`src/rtl/rr_bus_arbiter.sv`:
```
// Round-robin bus arbiter: registered one-hot grant held until release, with one dead cycle between owners.
// Optional grant watchdog is built only when the ARB_TIMEOUT_EN macro is defined.
module rr_bus_arbiter #(
    parameter int N   = 4,
    parameter int TMO = 15
) (
    input  logic                 clk,
    input  logic                 clr,
    input  logic [N-1:0]         req,
    input  logic [N-1:0]         done,
    output logic [N-1:0]         gnt,
    output logic                 busy,
    output logic [$clog2(N)-1:0] owner,
    output logic                 tmo_flt
);
    localparam int W = $clog2(N);

    if (N < 2 || TMO < 1 || TMO > 255) begin : g_bad_cfg
        $error("rr_bus_arbiter: need N >= 2 and TMO in 1..255");
    end

    typedef enum logic {
        IDLE,
        GRANT
    } state_t;

    state_t         state_q, state_d;
    logic [N-1:0]   gnt_q, gnt_d;
    logic [W-1:0]   owner_q, owner_d;
    logic [W-1:0]   ptr_q, ptr_d;
    logic           win_found;
    logic [W-1:0]   win_idx;
    logic [W-1:0]   scan_idx;
    logic           release_req;

`ifdef ARB_TIMEOUT_EN
    localparam logic [7:0] TMO_LAST = 8'(TMO - 1);
    logic [7:0]     cnt_q, cnt_d;
    logic           flt_q, flt_d;
`endif

    // Modulo-N increment that also works when N is not a power of two.
    function automatic logic [W-1:0] wrap_inc(input logic [W-1:0] v);
        return (v == W'(N - 1)) ? '0 : v + 1'b1;
    endfunction

    // NOTE: every combinational output gets a default before any branch, so no latch is inferred.
    always_comb begin
        win_found = 1'b0;
        win_idx   = '0;
        scan_idx  = ptr_q;
        for (int i = 0; i < N; i++) begin
            if (!win_found && req[scan_idx]) begin
                win_found = 1'b1;
                win_idx   = scan_idx;
            end
            scan_idx = wrap_inc(scan_idx);
        end
    end

    assign release_req = done[owner_q] || !req[owner_q];

    always_comb begin
        state_d = state_q;
        gnt_d   = gnt_q;
        owner_d = owner_q;
        ptr_d   = ptr_q;
`ifdef ARB_TIMEOUT_EN
        cnt_d   = cnt_q;
        flt_d   = 1'b0;
`endif
        unique case (state_q)
            IDLE: begin
                if (win_found) begin
                    gnt_d   = N'(1) << win_idx;
                    owner_d = win_idx;
                    state_d = GRANT;
`ifdef ARB_TIMEOUT_EN
                    cnt_d   = '0;
`endif
                end
            end
            GRANT: begin
                // A genuine release outranks the watchdog on the same edge.
                if (release_req) begin
                    gnt_d   = '0;
                    ptr_d   = wrap_inc(owner_q);
                    state_d = IDLE;
                end
`ifdef ARB_TIMEOUT_EN
                else if (cnt_q == TMO_LAST) begin
                    gnt_d   = '0;
                    ptr_d   = wrap_inc(owner_q);
                    state_d = IDLE;
                    flt_d   = 1'b1;
                end else begin
                    cnt_d = cnt_q + 8'd1;
                end
`endif
            end
            default: state_d = IDLE;
        endcase
    end

    // NOTE: sequential state uses non-blocking assignments so all registers update from pre-edge values.
    always_ff @(posedge clk) begin
        if (clr) begin
            state_q <= IDLE;
            gnt_q   <= '0;
            owner_q <= '0;
            ptr_q   <= '0;
`ifdef ARB_TIMEOUT_EN
            cnt_q   <= '0;
            flt_q   <= 1'b0;
`endif
        end else begin
            state_q <= state_d;
            gnt_q   <= gnt_d;
            owner_q <= owner_d;
            ptr_q   <= ptr_d;
`ifdef ARB_TIMEOUT_EN
            cnt_q   <= cnt_d;
            flt_q   <= flt_d;
`endif
        end
    end

    assign gnt   = gnt_q;
    assign busy  = |gnt_q;
    assign owner = owner_q;

`ifdef ARB_TIMEOUT_EN
    assign tmo_flt = flt_q;
`else
    assign tmo_flt = 1'b0;
`endif

endmodule

```
`config.mk`:
```
export PLATFORM = sky130hd
export DESIGN_NAME = rr_bus_arbiter
export DESIGN_NICKNAME = d
export VERILOG_FILES = /design/src/rtl/rr_bus_arbiter.sv
export SDC_FILE = /design/constraint.sdc
export NUM_CORES = 1
export LEC_CHECK = 0
export ABC_AREA = 1
export BUFFER_PORTS_ARGS = -buffer_cell sky130_fd_sc_hd__clkbuf_2
export CAP_MARGIN = 0
export CORE_MARGIN = 2
export CORE_UTILIZATION = 40
export DETAILED_ROUTE_END_ITERATION = 8
export GPL_TIMING_DRIVEN = 0
export PLACE_DENSITY_LB_ADDON = 0.25
export SLEW_MARGIN = 20
export SYNTH_ARGS = -nofsm -noshare
export SYNTH_HDL_FRONTEND = slang
export SYNTH_SLANG_ARGS = --single-unit
```
`constraint.sdc`:
```
create_clock -name clk -period 1.5 [get_ports clk]
set_input_delay 0.075 -clock clk [delete_from_list [all_inputs] [get_ports clk]]
set_output_delay 0.075 -clock clk [all_outputs]
set_load 0.03 [all_outputs]
```
======== After elaboration in Yosys (flattened, before gate mapping) ========
Cells that the tools add are included.
word-level totals
  register bits ........................... 9
  word-level logic and storage cells ...... 63
cells by class
  add/sub/neg operators ................... 4
  order comparisons ....................... 5
  equal/unequal tests ..................... 6
  shift operators ......................... 1
  muxes and demuxes ....................... 30
  bitwise gates (word level) .............. 1
  reductions and logical operators ........ 12
operator list
  cell                 count
  $mux 2               8
  $lt 2x3->1 const B   5
  $bmux 1 s2           6
  $mux 1               12
  $add 2x1->2 const B  4
  $eq 2x2->1 const B   4
  $mux 4               2
  $pmux 4 s2           1
  $reduce_and 2->1     3
  $logic_not 1->1      4
  $reduce_or 4->1      1
  $shl 1x2->4 const A  1
  $logic_and 1x1->1    3
  $ne 2x1->1 const B   1
  $ne 2x2->1 const B   1
  $pmux 1 s2           1
  $logic_or 1x1->1     1
  $not 1->1            1

======== Longest topological paths before layout ========
  depth in word-level cells ............... 15
  depth in mapped cells ................... 14

======== Worst setup path after synthesis ========
OpenSTA, ideal clock, no wires.
  path type ............................... reg2reg
  start point ............................. reg ptr_q[1]
  end point ............................... reg owner_q[0] (netlist: owner[0])
  arrival ................................. 1497 ps
  required time ........................... 1382 ps
  slack ................................... -115 ps
  stages on the path, launching flop included .. 11
  path buffers ............................ 0
  period minus slack after synthesis ...... 1615 ps
  cells stage by stage .................... dfxtp_1 > ha_1 > inv_1 > nand3_1 > nand2_4 > nor2_8 > nand3b_4 > nand2_2 > inv_2 > o21ai_1 > a21oi_1
on the way
  cells in the longest elaborated chain, start to end .. 13
  elaborated cells between the ends (all ways) .. 32
RTL lines
  what                                                  RTL line  source
  start, declared                                       30        logic [W-1:0] ptr_q, ptr_d;
  start signal, assigned                                120       ptr_q <= ptr_d;
  branches (longest 13 deep; another with $add 2x1->2)  --
  end signal, assigned                                  119       owner_q <= owner_d;
  end, declared                                         29        logic [W-1:0] owner_q, owner_d;
Parallel ways; which one is timed is not known. The select of a mux whose other input is x is not followed.
A chain may end at the register's enable or synchronous reset.

======== Worst setup path after layout ========
  start point ............................. reg ptr_q[1]
  end point ............................... reg gnt_q[0] (netlist: gnt[0])
on the way
  cells in the longest elaborated chain, start to end .. 15
  elaborated cells between the ends (all ways) .. 36
RTL lines
  what                                                  RTL line  source
  branches (longest 15 deep; another with $add 2x1->2)  --
  end signal, assigned                                  118       gnt_q <= gnt_d;
  end, declared                                         28        logic [N-1:0] gnt_q, gnt_d;
Parallel ways; which one is timed is not known. The select of a mux whose other input is x is not followed.

==> run_results.csv <==
group,metric,value,unit
status,outcome,"finished with violations",
status,violations,"setup timing",
power,p_total,0.00285,W
power,vdd_drop_max,0.00148,V
floorplan,io_pins,18,
floorplan,core_area,1960,µm²
yosys,postSynthCellCount,123,
sta,hold_viol,0,
drt,antenna_left,0,
critical_path,crit_path_end_kind,"flop",
global_routing,grt_pass1_wl,3.35,mm
sta,period_share,108,%
critical_path,worstPathRequired,1650,ps
global_routing,antenna_found_initial,0,
sta,postLayoutSetupSlackWorst,-126,ps
drt,wire_per_inst,11.5,µm
finish,finish.utilization,58.2,%
yosys,synth-seq-cells,9,
clock_tree,cts_buffer_depth,2,
placement,portBuffers,16,
floorplan,fp.dieW,49.8,µm
sta,fmax,615,MHz
critical_path,r2r_slack,-130,ps
sta,finalCriticalPeriod,1630,ps
finish,final_cell_mix,"nand2_1, clkbuf_2, nand2_2, nand3_1, inv_1",
finish,nets,162,
yosys,yosysTopAreaCell,"dfxtp_1",
critical_path,cp.arrival,1780,ps
yosys,syn_nets,135,
finish,layout-drive-gt1-share,50.3,%
finish,final_common_cell,"nand2_1",
floorplan,dieArea,2480,µm²
placement,hpwl,1.42,mm
finish,design_area,1140,µm²
min_path,hp-class,"input port to flop",
floorplan,initial_core_util,42.7,%
floorplan,dieHeight,49.8,µm
global_routing,gr-usage-all-layers,17.4,%
finish,area_growth_syn_to_layout,36.1,%
critical_path,cp-start-kind,"flop",
critical_path,path_class,"flop to flop",
critical_path,cp-endpoint,"gnt[0]$_SDFFE_PP0P_",
clock_tree,cts_sinks,9,
flow_run,drv_cap,0,
sta,clock_skew,2.58,ps
placement,dpl_cell_area,970,µm²
clock_tree,clock_latency,260,ps
yosys,syn_area_per_cell,6.82,µm²
drt,first_pass_iters,4,
yosys,ys_warn_count,0,
sta,setup_viol,6,
critical_path,crit_start,"ptr_q[1]$_SDFFE_PP0P_",
clock_tree,cts_root_buf,"clkbuf_4",
yosys,yosysSeqAreaShare,21.5,%
clock_tree,numCtsBuffers,3,
placement,gp_congestion,0.840,
global_routing,grt_overflow,0,
drt,vias_per_cell,4.93,
yosys,synth_cell_types,25,
min_path,min_path_cells,2,
power,p_leak,0.576,nW
finish,antenna_cells,0,
yosys,synth_area,838,µm²
critical_path,r2r-end,"gnt[0]$_SDFFE_PP0P_",
yosys,yosysTopAreaCellShare,21.5,%
sta,drv_slew,0,
yosys,ys_top_cells_by_area,"dfxtp_1, nand2_1, nand3_1, nand2_4, nand2_2",
global_routing,grt_max_degree,9,
clock_tree,cts_tree,"built",
power,cellPowerDensity,2490,nW/µm²
critical_path,reg2reg_from,"ptr_q[1]$_SDFFE_PP0P_",
critical_path,crit_path_max_fanout,8,
floorplan,rows,16,
drt,drt_iter0_markers,20,
global_routing,grt_pass1_vias,778,
clock_tree,clkTransAtPathRegs,60,ps
sta,rsz0062_at_grt,"true",
drt,num_vias,867,
clock_tree,htree_levels,1,
clock_tree,hold_buffers,0,
drt,wl,2.03,mm
drt,drcViolationCount,0,
sta,setup-tns-final,-594,ps
critical_path,r2r_cells,10,
routing by layer:
| layer | vias to the layer above | share of wire, % | global-route usage (%) |
|---|---|---|---|
| met2 | 10 | 53 | 30.2 |
| li1 | 454 | - | - |
| met3 | 4 | 1.6 | 1.82 |
| met5 | - | 0 | 0 |
| met1 | 399 | 45 | 22.4 |
| met4 | 0 | 0.99 | 5.56 |
timing repair:
item | CTS | global route
endpoints found under the setup margin | 7 | 9
setup buffers | 6 | 0
hold endpoints to repair | 0 | 0
pin swaps | 16 | 10
gates resized for setup | 13 | 15
critical path: stages, from the launching register on:
cell	delay [ps]
dfxtp_4	350
ha_4	330
inv_6	60
nand3_4	60
nand2_4	80
nor2_8	170
nand3_2	130
nor2_2	150
nor2_4	60
nand3_1	70
a21oi_1	60
per-stage QoR:
step	cells	hold WS [ps]	worst slack, ps
global placement	166	307	-106
floorplan	123	144	1.03
global route	176	53.9	-226
detailed placement	166	310	-120
finish	176	42.6	-126
CTS	176	35.1	-75.5
where the power goes:
part | switching (W) | internal (W) | leakage (nW)
sequential | 0.0000938 | 0.000348 | 0.0754
clock | 0.0000826 | 0.000102 | 0.0150
combinational | 0.00141 | 0.000807 | 0.486
sequential cells by signal (all words and copies together), names as in the netlist:
signal / cells
owner: 2
gnt: 4
ptr_q: 2
state_q: 1
area by class of cell:
cell class                 count  area [µm²]
buffer                         2        22.5
clock buffer                   4        26.3
timing repair buffer          22         125
tap                           27        33.8
sequential                     9         186
inverter                      17        78.8
fill                         206         821
multi-input combinational     95         668
synth_stat cells (all sizes together):
cell,count
nand2,45
o211ai,1
o21ai,4
dfxtp,9
nand3,20
ha,2
o31ai,1
inv,17
buf,2
nand3b,1
a21oi,8
nor2,8
conb,1
nand4,2
o221ai,1
or4,1
worst min path at each step:
stage          start             endpoint  slack, ps
4_1_cts          clr  gnt[0]$_SDFFE_PP0P_         40
6_report         clr  gnt[1]$_SDFFE_PP0P_         40
5_1_grt          clr  gnt[1]$_SDFFE_PP0P_         50
2_1_floorplan    clr  gnt[0]$_SDFFE_PP0P_        140
3_3_place_gp     clr  gnt[0]$_SDFFE_PP0P_        310
3_5_place_dp     clr  gnt[0]$_SDFFE_PP0P_        310
logic make-up (layout without fill, tap and decap cells):
logic type	count (synthesis)	in the layout	synth area share [%]
buffers and inverters	19	45	10.7
AOI/OAI and AO/OA	15	15	10.0
adders and majority gates	2	2	2.98
DFF	9	9	21.5
other	1	1	0.447
and+or+nand+nor	77	77	54.3
(Power assumes the default switching activity.)
